--- src/rtl/gascon_pkg.sv ---
// Shared GASCON definitions: round constant, rotation tables, FSM state type.
// Rotation tables cover NW=5 (GASCON-320) and NW=9 (GASCON-576).
package gascon_pkg;

  localparam int ROUNDS_MAX = 12;

  typedef enum logic [1:0] {
    IDLE = 2'd0,
    RUN  = 2'd1,
    DONE = 2'd2
  } gascon_state_e;

  localparam int unsigned ROT5_A [5] = '{19, 61, 1, 10, 7};
  localparam int unsigned ROT5_B [5] = '{28, 38, 6, 17, 40};
  localparam int unsigned ROT9_A [9] = '{19, 61, 1, 10, 7, 31, 53, 9, 43};
  localparam int unsigned ROT9_B [9] = '{28, 38, 6, 17, 40, 26, 58, 46, 50};

  function automatic logic [7:0] rc(input logic [3:0] i);
    return {4'hF - i, i};
  endfunction

  function automatic int unsigned rot_a(input int nw, input int w);
    return (nw == 5) ? ROT5_A[w % 5] : ROT9_A[w % 9];
  endfunction

  function automatic int unsigned rot_b(input int nw, input int w);
    return (nw == 5) ? ROT5_B[w % 5] : ROT9_B[w % 9];
  endfunction

  function automatic logic [63:0] rotr64(input logic [63:0] x, input int unsigned n);
    return (x >> n) | (x << (64 - n));
  endfunction

endpackage

--- src/rtl/gascon_perm_if.sv ---
// Job/result handshake bundle between the CryptoCore FSM (master) and the
// GASCON permutation core (slave).
interface gascon_perm_if #(
  parameter int NW = 5
);
  logic              in_valid;
  logic              in_ready;
  logic [64*NW-1:0]  state_in;
  logic [3:0]        rounds_in;
  logic              out_valid;
  logic              out_ready;
  logic [64*NW-1:0]  state_out;
  logic              busy;

  modport master (
    output in_valid, state_in, rounds_in, out_ready,
    input  in_ready, out_valid, state_out, busy
  );

  modport slave (
    input  in_valid, state_in, rounds_in, out_ready,
    output in_ready, out_valid, state_out, busy
  );
endinterface

--- src/rtl/gascon_round.sv ---
// One combinational GASCON round: constant addition, NW-word chi-style
// S-box layer, per-word double-rotation linear layer.
module gascon_round
  import gascon_pkg::*;
#(
  parameter int NW = 5
) (
  input  logic [3:0]       idx,
  input  logic [64*NW-1:0] state_in,
  output logic [64*NW-1:0] state_out
);

  localparam int MID = NW / 2;

  logic [63:0] x_c [NW];
  logic [63:0] x_m [NW];
  logic [63:0] x_t [NW];
  logic [63:0] x_s [NW];

  // Every layer reads only the previous layer's array, so the word loops
  // are order independent and map directly onto parallel XOR/AND logic.
  always_comb begin
    for (int w = 0; w < NW; w++) begin
      x_c[w] = state_in[64*w +: 64];
    end
    x_c[MID] = x_c[MID] ^ {56'd0, rc(idx)};

    for (int w = 0; w < NW; w++) begin
      x_m[w] = (w % 2 == 0) ? (x_c[w] ^ x_c[(w + NW - 1) % NW]) : x_c[w];
    end

    for (int w = 0; w < NW; w++) begin
      x_t[w] = x_m[w] ^ (~x_m[(w + 1) % NW] & x_m[(w + 2) % NW]);
    end

    for (int w = 0; w < NW; w++) begin
      x_s[w] = (w % 2 == 1) ? (x_t[w] ^ x_t[(w + NW - 1) % NW]) : x_t[w];
    end
    x_s[MID] = ~x_s[MID];

    state_out = '0;
    for (int w = 0; w < NW; w++) begin
      state_out[64*w +: 64] = x_s[w]
                            ^ rotr64(x_s[w], rot_a(NW, w))
                            ^ rotr64(x_s[w], rot_b(NW, w));
    end
  end

endmodule

--- src/rtl/gascon_perm_core.sv ---
// Iterative GASCON permutation core, UNROLL rounds per clock, valid/ready both sides.
// Build option GASCON_CLEAR_ON_READ_EN: zero the state register when the result is taken.
module gascon_perm_core
  import gascon_pkg::*;
#(
  parameter int NW     = 5,
  parameter int UNROLL = 1
) (
  input logic           clk,
  input logic           rst_n,
  gascon_perm_if.slave  bus
);

  localparam int W = 64 * NW;

  gascon_state_e  state_q, state_d;
  logic [3:0]     idx_q, idx_d;
  logic [W-1:0]   st_q, st_d;
  logic [W-1:0]   run_result;
  logic [3:0]     rounds_clamped;
  logic [5:0]     idx_sum;
  logic [3:0]     idx_adv;

  assign rounds_clamped = (bus.rounds_in > 4'(ROUNDS_MAX)) ? 4'(ROUNDS_MAX) : bus.rounds_in;
  assign idx_sum        = {2'b00, idx_q} + 6'(UNROLL);
  assign idx_adv        = (idx_sum >= 6'(ROUNDS_MAX)) ? 4'(ROUNDS_MAX) : idx_sum[3:0];

  // Stages whose round index runs past the last round pass their input
  // straight through, so a short final step leaves the state untouched.
  for (genvar u = 0; u < UNROLL; u++) begin : g_stage
    logic [W-1:0] din;
    logic [W-1:0] rnd;
    logic [W-1:0] dout;
    logic [5:0]   ridx;

    assign ridx = {2'b00, idx_q} + 6'(u);

    if (u == 0) begin : g_first
      assign din = st_q;
    end else begin : g_next
      assign din = g_stage[u-1].dout;
    end

    gascon_round #(.NW(NW)) u_round (
      .idx       (ridx[3:0]),
      .state_in  (din),
      .state_out (rnd)
    );

    assign dout = (ridx < 6'(ROUNDS_MAX)) ? rnd : din;
  end

  assign run_result = g_stage[UNROLL-1].dout;

  always_ff @(posedge clk or negedge rst_n) begin
    if (!rst_n) begin
      state_q <= IDLE;
      idx_q   <= '0;
      st_q    <= '0;
    end else begin
      state_q <= state_d;
      idx_q   <= idx_d;
      st_q    <= st_d;
    end
  end

  always_comb begin
    state_d = state_q;
    idx_d   = idx_q;
    st_d    = st_q;
    case (state_q)
      IDLE: begin
        if (bus.in_valid) begin
          st_d    = bus.state_in;
          idx_d   = 4'(ROUNDS_MAX) - rounds_clamped;
          state_d = (rounds_clamped == 4'd0) ? DONE : RUN;
        end
      end
      RUN: begin
        st_d  = run_result;
        idx_d = idx_adv;
        if (idx_adv == 4'(ROUNDS_MAX)) begin
          state_d = DONE;
        end
      end
      DONE: begin
        if (bus.out_ready) begin
          state_d = IDLE;
`ifdef GASCON_CLEAR_ON_READ_EN
          st_d    = '0;
`endif
        end
      end
      default: state_d = IDLE;
    endcase
  end

  assign bus.in_ready  = (state_q == IDLE);
  assign bus.busy      = (state_q == RUN);
  assign bus.out_valid = (state_q == DONE);
  assign bus.state_out = st_q;

endmodule

--- src/flat_wrapper.sv ---
// flat-port wrapper written by rule: the top's interface ports become plain ports
module gascon_perm_core_flat import gascon_pkg::*;
#(
  parameter int NW     = 5,
  parameter int UNROLL = 1
)
  (clk, rst_n, bus_in_valid, bus_state_in, bus_rounds_in, bus_out_ready, bus_in_ready, bus_out_valid, bus_state_out, bus_busy);
  gascon_perm_if #(.NW(NW)) bus_i ();
  input logic clk;
  input logic rst_n;
  input wire logic [$bits(bus_i.in_valid)-1:0] bus_in_valid;
  input wire logic [$bits(bus_i.state_in)-1:0] bus_state_in;
  input wire logic [$bits(bus_i.rounds_in)-1:0] bus_rounds_in;
  input wire logic [$bits(bus_i.out_ready)-1:0] bus_out_ready;
  output wire logic [$bits(bus_i.in_ready)-1:0] bus_in_ready;
  output wire logic [$bits(bus_i.out_valid)-1:0] bus_out_valid;
  output wire logic [$bits(bus_i.state_out)-1:0] bus_state_out;
  output wire logic [$bits(bus_i.busy)-1:0] bus_busy;
  assign bus_i.in_valid = bus_in_valid;
  assign bus_i.state_in = bus_state_in;
  assign bus_i.rounds_in = bus_rounds_in;
  assign bus_i.out_ready = bus_out_ready;
  assign bus_in_ready = bus_i.in_ready;
  assign bus_out_valid = bus_i.out_valid;
  assign bus_state_out = bus_i.state_out;
  assign bus_busy = bus_i.busy;
  gascon_perm_core #(.NW(NW), .UNROLL(UNROLL)) u_core (.clk(clk), .rst_n(rst_n), .bus(bus_i));
endmodule
--- config.mk ---
export PLATFORM = sky130hd
export DESIGN_NAME = gascon_perm_core_flat
export DESIGN_NICKNAME = d
export VERILOG_FILES = /design/src/rtl/gascon_pkg.sv /design/src/rtl/gascon_perm_if.sv /design/src/rtl/gascon_round.sv /design/src/rtl/gascon_perm_core.sv /design/src/flat_wrapper.sv
export SDC_FILE = /design/constraint.sdc
export NUM_CORES = 2
export LEC_CHECK = 0
export BUFFER_PORTS_ARGS = -buffer_cell sky130_fd_sc_hd__buf_2
export CAP_MARGIN = 10
export CORE_MARGIN = 1.5
export CORE_UTILIZATION = 40
export DETAILED_ROUTE_END_ITERATION = 8
export PLACE_DENSITY_LB_ADDON = 0.2
export SLEW_MARGIN = 25
export SYNTH_ARGS = -nofsm -noshare
export SYNTH_HDL_FRONTEND = slang
export SYNTH_SLANG_ARGS = --single-unit
--- constraint.sdc ---
create_clock -name clk -period 2.8 [get_ports clk]
set_input_delay 0.42 -clock clk [delete_from_list [all_inputs] [get_ports clk]]
set_output_delay 0.42 -clock clk [all_outputs]
set_load 0.01 [all_outputs]
==> results.ini <==
[die]
fp.dieW_um = 268
start_util = 0.403
row_count = 97
die_y_um = 268
pin_count = 651
coreArea_um2 = 69900
die-area_um2 = 72000

[worst_setup_path]
cp_max_fo = 8
r2r_slack_ns = -0.03
required_ns = 3.24
crit-reg2reg-launch = u_core.idx_q[3]$_DFFE_PN0P_
path_cells = xnor2_1, ha_1, xor2_2, xnor2_2, xnor2_1, xnor2_1, o221ai_1
max_stage_delay_ns = 0.63
cp-start-kind = register
crit_slowest_cell = xnor2_1
end_kind = register
rr_worst_depth = 7
critPathKind = register to register
cp_common_cell = xnor2_1
cpLargestDelayFamily = XOR/XNOR gates
crit_buf_inv = 0
timing.rr.end = u_core.bus.state_out[71]$_DFFE_PN0P_
arrival_ns = 3.27

[placement]
io_buffer_count = 650
post-dp-hpwl_mm = 128
finalWeightedCongestion = 1.12

[sta]
fin_crit_ns = 2.83
hold_viol = 0
max-slew-margin-rel = 0.347
rsz0062_at_grt = no
setup_violations = 1
finClkSkew_ns = 0.0231
drv_slew = 0
setup_tns_ns = -0.0290
clock.fmax_ghz = 0.353
worstMarginPinSlew_ns = 0.972
layout_setup_ws_ns = -0.0290
fin_crit_sh = 1.01

[detailed_routing]
final_antenna_net_count = 0
via_per_inst = 5.55
first_pass_iters = 6
wirelength_mm = 153
first_iter_violations = 3151
vias = 28802
route.detailed.drc = 0
wl_per_cell_um = 29.4

[logic_synthesis]
synth_edf_count = 0
synth_area_leaders = dfrtp_1 (29%), xnor2_1 (24%), a21oi_1 (7.2%)
avgSynthCellArea_um2 = 8.70
synth_area_um2 = 28200
syn_inst = 3237
ys_warn_count = 0
syn_nets = 3695
synth_common_cells = xnor2_1 (780), a21oi_1 (404), dfrtp_1 (326)
ys_seq_area_frac = 0.290
async_reset_ff_frac = 1.00
yosys.area.top_type = dfrtp_1
synth_most_common_cell = xnor2_1
synth_seq_cells = 326
synth_top_area_frac = 0.290
synth_ff_type = dfrtp_1
synth_cell_type_count = 41

[clock_tree]
clk_latency_ns = 0.60
clock_path_buffers = 3
post-cts-setup-buffers = 0
ctsHtreeMaxLevel = 2
clock-root-buffer = clkbuf_16
cts_buffers = 43
clk_pin_slew_ns = 0.06
cts_tree = done
cts.sinks = 326

[final_layout]
area_growth_pct = 31.6
drive_above_1_share = 0.298
nets = 4669

[global_routing]
grt_pass1_wl_mm = 208
grt_usage = 0.414
grt_antenna_before_repair = 8
grt_pass1_vias = 27282
grt_overflow = 0
grt_max_degree = 92

[min_path]
min_path_type = input port to register
hold_path_end = u_core.bus.state_out[90]$_DFFE_PN0P_
min_from = bus_state_in[90]
whs_path_depth = 3

[job]
drv_cap = 0

[status]
violations = negative setup slack
outcome = finished, violations left

-- registers in the layout, summed over array words and instances, names as in the netlist --
signal and flops:
u_core.bus.state_out 320, u_core.idx_q 4, u_core.state_q 2
-- layout make-up --
class                   instances  area, um2
clock inverters                12        144
well taps                     940       1180
repair buffers               1077       6770
flip-flops and latches        326       8160
clock buffers                  66       1340
multi-input cells            2570      18800
inverters                     193        724
fillers                      6809      32800
diodes                          2       5.00
-- cell families after synthesis --
family / synth area share
multiplexers: 0.00426
AO/OA/AOI/OAI: 0.118
XOR/XNOR: 0.340
buffers and inverters: 0.0467
adder cells (fa/ha/maj): 0.0769
AND/OR/NAND/NOR: 0.125
flip-flops: 0.290
-- tightest hold or removal path: cells and delay by family --
family / cells / cell delay [ns]
buf+inv: 1 / 0.07
compound gates: 1 / 0.06
simple gates: 1 / 0.05
-- through the flow --
stage	util	hold slack (ns)	instance area (um2)	setup slack, ns	std cells
floorplan	-	0.124	28200	0.705	3237
global placement	0.509	0.427	35600	-0.149	5105
detailed placement	0.509	0.423	35600	-0.127	5105
CTS	0.530	0.0372	37100	0.133	5184
global route	0.530	0.0591	37100	0.0155	5185
finish	0.530	0.0555	37100	-0.0290	5186
-- placed cells by master, fill, tap and decap left out, drive strengths merged, types with 2 or more instances in the layout --
cell and n:
a21o 4, clkinvlp 2, or3 45, xnor3 2, bufinv 3, buf 1076, and3 147, nor2 220
dfrtp 326, ha 130, nand3 111, diode 2, o21ai 197, clkbuf 66, mux2i 12, maj3 54
clkinv 6, nand4 23, inv 194, xnor2 826, a21oi 404, o22ai 2, xor2 158, a22oi 7
nand2 197, o221ai 18, nor2b 2, nand2b 2
-- worst max path at each step --
| stage | slack, ns | cells after the start | end | start |
|---|---|---|---|---|
| 6_report | -0.03 | 7 | u_core.bus.state_out[71]$_DFFE_PN0P_ | u_core.idx_q[3]$_DFFE_PN0P_ |
| 5_1_grt | 0.02 | 7 | u_core.bus.state_out[71]$_DFFE_PN0P_ | u_core.idx_q[3]$_DFFE_PN0P_ |
| 4_1_cts | 0.13 | 7 | u_core.bus.state_out[243]$_DFFE_PN0P_ | u_core.idx_q[0]$_DFFE_PN0P_ |
| 3_5_place_dp | -0.13 | 7 | u_core.bus.state_out[71]$_DFFE_PN0P_ | u_core.idx_q[3]$_DFFE_PN0P_ |
| 3_3_place_gp | -0.15 | 7 | u_core.bus.state_out[71]$_DFFE_PN0P_ | u_core.idx_q[3]$_DFFE_PN0P_ |
| 2_1_floorplan | 0.71 | 8 | u_core.bus.state_out[192]$_DFFE_PN0P_ | u_core.idx_q[0]$_DFFE_PN0P_ |
-- per-layer routing --
metal,track usage,wire length (um),part of all wire,up-vias
li1,-,-,-,12628
met1,0.538,61000,0.40,14130
met2,0.649,68100,0.45,1689
met3,0.0777,13900,0.091,351
met4,0.229,9540,0.063,4
met5,0,25,0.00016,-
-- what timing repair did --
| action | CTS | global route |
|---|---|---|
| endpoints found under the setup margin | 1 | 1 |
| resized for setup | 1 | 1 |
| hold buffers | 1 | 0 |
| hold endpoints to repair | 50 | 0 |
Power is not shown: default switching activity piles up to over one toggle a cycle in this logic, so the estimate is an artifact.
